**src/rtl/reg_writeback.sv**
```systemverilog
`default_nettype none
// ============================================================================
// Module      : reg_writeback
// Description : Write-side front end for the register file. Merges load and
//               ALU results into an in-order FIFO and drains one entry per
//               cycle onto the registered write port (rc/dataC/w_en). Also
//               exports a mask of destinations that still have a write in
//               flight.
//               Optional build macro REG_WB_BYPASS_EN: when the FIFO is empty,
//               the first accepted result goes straight to the write port.
// Revision    : 1.0 - initial release
// ============================================================================
module reg_writeback #(
    parameter int DEPTH = 4,
    parameter int AW    = 4,
    parameter int DW    = 16
) (
    input  logic                    clk,
    input  logic                    rst,
    // load result channel
    input  logic                    mem_valid,
    output logic                    mem_ready,
    input  logic [AW-1:0]           mem_rd,
    input  logic [DW-1:0]           mem_data,
    // ALU result channel
    input  logic                    alu_valid,
    output logic                    alu_ready,
    input  logic [AW-1:0]           alu_rd,
    input  logic [DW-1:0]           alu_data,
    // register-file write port
    output logic [AW-1:0]           rc,
    output logic [DW-1:0]           dataC,
    output logic                    w_en,
    // hazard and status
    output logic [(1<<AW)-1:0]      pending,
    output logic [$clog2(DEPTH):0]  count
);

    localparam int c_pw = $clog2(DEPTH);
    localparam int c_cw = c_pw + 1;
    localparam int c_nr = 1 << AW;
    localparam logic [c_cw:0] c_depth_x = (c_cw + 1)'(DEPTH);

`ifdef REG_WB_BYPASS_EN
    localparam logic c_bypass_en = 1'b1;
`else
    localparam logic c_bypass_en = 1'b0;
`endif

    // FIFO storage and control state
    logic [AW-1:0]   r_fifo_rd   [DEPTH];
    logic [DW-1:0]   r_fifo_data [DEPTH];
    logic [c_pw-1:0] r_wptr;
    logic [c_pw-1:0] r_rptr;
    logic [c_cw-1:0] r_count;

    // write-port registers
    logic [AW-1:0]   r_rc;
    logic [DW-1:0]   r_data_c;
    logic            r_w_en;

    // handshake and datapath steering
    logic [c_cw:0]   w_count_x;
    logic            w_push_mem;
    logic            w_push_alu;
    logic            w_pop;
    logic            w_bypass;
    logic            w_first_v;
    logic [AW-1:0]   w_first_rd;
    logic [DW-1:0]   w_first_data;
    logic            w_second_v;
    logic            w_enq0_v;
    logic [AW-1:0]   w_enq0_rd;
    logic [DW-1:0]   w_enq0_data;
    logic            w_enq1_v;
    logic [1:0]      w_n_enq;
    logic [c_pw-1:0] w_wptr_p1;
    logic [DEPTH-1:0] w_slot_live;
    logic [c_nr-1:0] w_pending;

    // Readies look only at the pre-edge occupancy; a same-cycle pop is ignored
    // so a full FIFO refuses input even while it drains.
    assign w_count_x  = {1'b0, r_count};
    assign mem_ready  = !rst && (w_count_x < c_depth_x);
    assign alu_ready  = !rst && ((w_count_x + {{c_cw{1'b0}}, mem_valid}) < c_depth_x);

    assign w_push_mem = mem_valid && mem_ready;
    assign w_push_alu = alu_valid && alu_ready;
    assign w_pop      = (r_count != '0);
    assign w_wptr_p1  = r_wptr + c_pw'(1);

    // Order same-cycle arrivals: load first, ALU second.
    always_comb begin
        w_first_v    = w_push_mem || w_push_alu;
        w_first_rd   = w_push_mem ? mem_rd   : alu_rd;
        w_first_data = w_push_mem ? mem_data : alu_data;
        w_second_v   = w_push_mem && w_push_alu;
    end

    // The bypass only fires when nothing is queued, so it never overtakes an
    // older entry and write order still equals acceptance order.
    assign w_bypass = c_bypass_en && !w_pop && w_first_v;

    // Select which results go into the FIFO this cycle and in what order.
    always_comb begin
        w_enq0_v    = 1'b0;
        w_enq0_rd   = w_first_rd;
        w_enq0_data = w_first_data;
        w_enq1_v    = 1'b0;
        if (w_bypass) begin
            // first result went to the port; the ALU result (if any) queues
            w_enq0_v    = w_second_v;
            w_enq0_rd   = alu_rd;
            w_enq0_data = alu_data;
        end else begin
            w_enq0_v    = w_first_v;
            w_enq1_v    = w_second_v;
        end
    end

    assign w_n_enq = {1'b0, w_enq0_v} + {1'b0, w_enq1_v};

    // FIFO payload storage; contents are qualified by the pointers, so no reset.
    always_ff @(posedge clk) begin
        if (w_enq0_v) begin
            r_fifo_rd[r_wptr]   <= w_enq0_rd;
            r_fifo_data[r_wptr] <= w_enq0_data;
        end
        if (w_enq1_v) begin
            r_fifo_rd[w_wptr_p1]   <= alu_rd;
            r_fifo_data[w_wptr_p1] <= alu_data;
        end
    end

    // Pointer and occupancy update; pointers wrap naturally at DEPTH.
    always_ff @(posedge clk) begin
        if (rst) begin
            r_wptr  <= '0;
            r_rptr  <= '0;
            r_count <= '0;
        end else begin
            r_wptr  <= r_wptr + c_pw'(w_n_enq);
            r_rptr  <= r_rptr + c_pw'(w_pop);
            r_count <= r_count + c_cw'(w_n_enq) - c_cw'(w_pop);
        end
    end

    // Write-port registers: head of FIFO, else bypassed result, else idle.
    always_ff @(posedge clk) begin
        if (rst) begin
            r_w_en   <= 1'b0;
            r_rc     <= '0;
            r_data_c <= '0;
        end else if (w_pop) begin
            r_w_en   <= 1'b1;
            r_rc     <= r_fifo_rd[r_rptr];
            r_data_c <= r_fifo_data[r_rptr];
        end else if (w_bypass) begin
            r_w_en   <= 1'b1;
            r_rc     <= w_first_rd;
            r_data_c <= w_first_data;
        end else begin
            r_w_en   <= 1'b0;
        end
    end

    // A slot is live when its distance from the read pointer is below count.
    generate
        for (genvar i = 0; i < DEPTH; i++) begin : g_slot
            logic [c_pw-1:0] w_off;
            assign w_off          = c_pw'(i) - r_rptr;
            assign w_slot_live[i] = ({1'b0, w_off} < r_count);
        end
    endgenerate

    // Pending mask from state only: live FIFO entries plus the write port.
    always_comb begin
        w_pending = '0;
        for (int i = 0; i < DEPTH; i++) begin
            if (w_slot_live[i]) begin
                w_pending[r_fifo_rd[i]] = 1'b1;
            end
        end
        if (r_w_en) begin
            w_pending[r_rc] = 1'b1;
        end
    end

    assign pending = w_pending;
    assign count   = r_count;
    assign rc      = r_rc;
    assign dataC   = r_data_c;
    assign w_en    = r_w_en;

endmodule
`default_nettype wire
```
**config.mk**
```make
export PLATFORM = sky130hd
export DESIGN_NAME = reg_writeback
export DESIGN_NICKNAME = d
export VERILOG_FILES = /design/src/rtl/reg_writeback.sv
export SDC_FILE = /design/constraint.sdc
export NUM_CORES = 1
export LEC_CHECK = 0
export CAP_MARGIN = 40
export CORE_UTILIZATION = 40
export DETAILED_ROUTE_END_ITERATION = 7
export SYNTH_ARGS = -nofsm -noshare
export SYNTH_HDL_FRONTEND = slang
export SYNTH_SLANG_ARGS = --single-unit
```
**constraint.sdc**
```tcl
create_clock -name clk -period 4.9 [get_ports clk]
set_input_delay 1.225 -clock clk [delete_from_list [all_inputs] [get_ports clk]]
set_output_delay 1.225 -clock clk [all_outputs]
set_load 0.005 [all_outputs]
```
==> out/metrics.yaml <==
cts:
  cts-root-buf: "clkbuf_16"
  cts_tree: "yes"
  clk_pin_slew_ns: 0.07
  cts_buffer_depth: 2
  cts_hold_buffers: 0
  htreeDepth: 3
  cts_sinks: 108
  cts_buffers: 9
  post_cts_resized: 0
  post_cts_buffers: 0
  clock_latency_ns: 0.35
worst_setup_path:
  worstPathArrival_ns: 3.08
  cp_num_buf_inv: 3
  setup.worst_path.start_class: "register"
  critPathSlowestCell: "a2111oi_2"
  crit_chain: "buf_4, inv_1, ha_1, nor2b_2, a2111oi_2, a221oi_1, nand3_1, clkdlybuf4s50_1"
  cp.required_ns: 3.67
  crit_type: "register to output port"
  r2r_cells: 12
  critPathTopFamily: "compound AO/OA/AOI/OAI gates"
  rr_endpoint: "count[2]"
  critPathMaxStageDelay_ns: 0.68
  end_kind: "output port"
  reg2reg_from: "count[2]"
  cp_max_fo: 11
  r2r_slack_ns: 2.03
global_route:
  antenna_found_initial: 0
  grt_max_degree: 29
  grt_pass1_vias: 4464
  track_usage_pct: 20.5
  grt_pass1_wl_mm: 24.4
  gr-total-overflow: 0
power_and_ir_drop:
  power_mw: 3.82
  leakagePower_nw: 2.54
  peakVddDrop_uv: 215
  p_per_area_nw_per_um2: 513
sta:
  fin_ws_ns: 0.598
  grt_setup_unrepaired: "false"
  worst_pin_slew_ns: 0.839
  max_freq_mhz: 232
  tns_ns: 0
  fin_crit_ns: 4.30
  skew_ns: 0.00882
  hold_ws_ns: 0.456
  slew-limit-headroom_pct: 43.5
  hold_viol: 0
  final.period_utilization_pct: 87.8
  drv_slew: 0
  setup_viol: 0
route:
  routed_wl_mm: 15.4
  wire_per_inst_um: 20.1
  drt_iter0_drc: 309
  vias: 4305
  drt-vias-per-instance: 5.63
  drc_errors: 8
  first_pass_iters: 8
  drtAntennaViolNets: 0
layout:
  final_cells: 765
  n_antenna_cell: 0
  drive_above_1_share_pct: 27.0
  final_common_cell: "clkdlybuf4s50_1"
  final_cell_mix: "clkdlybuf4s50_1, mux2_2, edfxtp_1"
  nFillCells: 1280
  num-nets-final: 632
  area.growth.synth_to_final_pct: 22.6
synthesis:
  synth_nets: 549
  ys.flop_type: "edfxtp_1"
  synth-seq-cells: 108
  synthesis.area_um2: 6070
  ys_types: 57
  ys_seq_area_share_pct: 48.8
  yosys_warnings: 0
  syn-instance-count: 493
  synth_edf_count: 80
  avgSynthCellArea_um2: 12.3
  async_flop_share_pct: 0
min_path:
  hold_depth: 2
  whs_endpoint: "dataC[7]"
  worstHoldStart: "dataC[7]"
  hp-class: "register to register"
status:
  status: "finished with violations"
  violations: "DRC"
floorplanning:
  die_h_um: 125
  die_x_um: 125
  io_pins: 86
  initial_core_util_pct: 41.3
  coreArea_um2: 14700
  die_area_um2: 15700
  rows: 44
placed_design:
  port_buffers: 85
  dp_hpwl_mm: 10.8
  dp_cells: 749
  preCtsSetupSlack_ns: 1.02
  gp_congestion: 0.866
job:
  cap_violations: 0
-- cells by family (layout without fill, tap and decap cells) --
group	Yosys count	in the layout	share of synthesized area, %
and+or+nand+nor	163	163	13.9
DFF	108	108	48.8
muxes	100	100	22.2
AOI/OAI and AO/OA	59	59	7.93
buffers and inverters	45	133	3.63
adders and majority gates	12	12	2.60
xor gates and xnor gates	6	6	0.865
-- cells in the mapped netlist (5+ instances only) --
cell type  count  share of area, %
edfxtp_1      80                40
mux2_2        80                15
nand2_1       60               3.7
dfxtp_1       28               9.2
nor2_1        24               1.5
a21oi_1       20               1.6
mux4_2        20               7.4
inv_1         17               1.1
nand3_1       15               1.2
nand2b_1      12               1.2
nor2b_1       12               1.2
clkbuf_1      11              0.68
ha_1          11               2.3
a221oi_1       8               1.2
buf_2          8              0.66
a31oi_1        7              0.72
buf_4          7              0.87
nor3_1         6              0.49
nand4_1        5              0.52
xnor2_1        5              0.72
-- how the worst max path moves through the flow --
stage / from / end / slack, ns / cells past startpoint
floorplan: mem_valid / r_fifo_data[1][0] / 0.92 / 6
global placement: r_rptr[1] / pending[3] / 0.99 / 8
detailed placement: r_rptr[1] / pending[3] / 1.02 / 8
CTS: r_rptr[1] / pending[3] / 0.64 / 8
global route: r_rptr[0] / pending[10] / 0.38 / 7
finish: r_rptr[1] / pending[3] / 0.60 / 8
-- power by group --
| part | internal (mW) | switching [mW] | leakage (nW) |
|---|---|---|---|
| registers | 1.22 | 0.182 | 0.966 |
| logic | 0.856 | 0.824 | 1.42 |
| clock network | 0.402 | 0.336 | 0.145 |
-- area by class of cell --
| class | instances | area (µm²) | share of cell area [%] |
|---|---|---|---|
| Clock buffer | 10 | 229 | 3.08 |
| Inverter | 17 | 63.8 | 0.857 |
| Tap cell | 184 | 230 | 3.09 |
| Sequential cell | 108 | 2960 | 39.8 |
| Multi-Input combinational cell | 340 | 2920 | 39.3 |
| Clock inverter | 6 | 71.3 | 0.958 |
| Timing Repair Buffer | 100 | 963 | 12.9 |
-- through the flow --
| stage | utilization, % | instance area (µm²) |
|---|---|---|
| final | 50.6 | 7440 |
| after global routing | 50.6 | 7440 |
| after CTS | 50.6 | 7440 |
| after detailed placement | 48.6 | 7140 |
| after global placement | 48.6 | 7140 |
| after floorplan | - | 6070 |
-- metal layers --
| layer | global-route usage [%] | part of all wire, % | vias up |
|---|---|---|---|
| li1 | - | - | 2025 |
| met1 | 24.5 | 42 | 2106 |
| met2 | 36.7 | 51 | 146 |
| met3 | 2.87 | 4.5 | 28 |
| met4 | 9.33 | 2.5 | 0 |
| met5 | 0 | 0 | - |
-- worst register-to-register path, stage by stage (launching register included) --
cell     delay, ns
dfxtp_1       0.72
nor2_1        0.13
and2_1        0.27
ha_1          0.34
inv_1         0.05
ha_1          0.26
inv_1         0.05
ha_1          0.13
inv_1         0.05
fa_1          0.38
xnor2_1       0.19
xnor2_1       0.15
nor2_1        0.05
-- sequential cells by signal, summed over array words and instances (netlist names) --
name,cells
r_fifo_data,64
dataC,16
r_fifo_rd,16
rc,4
count,3
r_rptr,2
r_wptr,2
w_en,1
No activity file was read; power rests on OpenSTA's default activity.
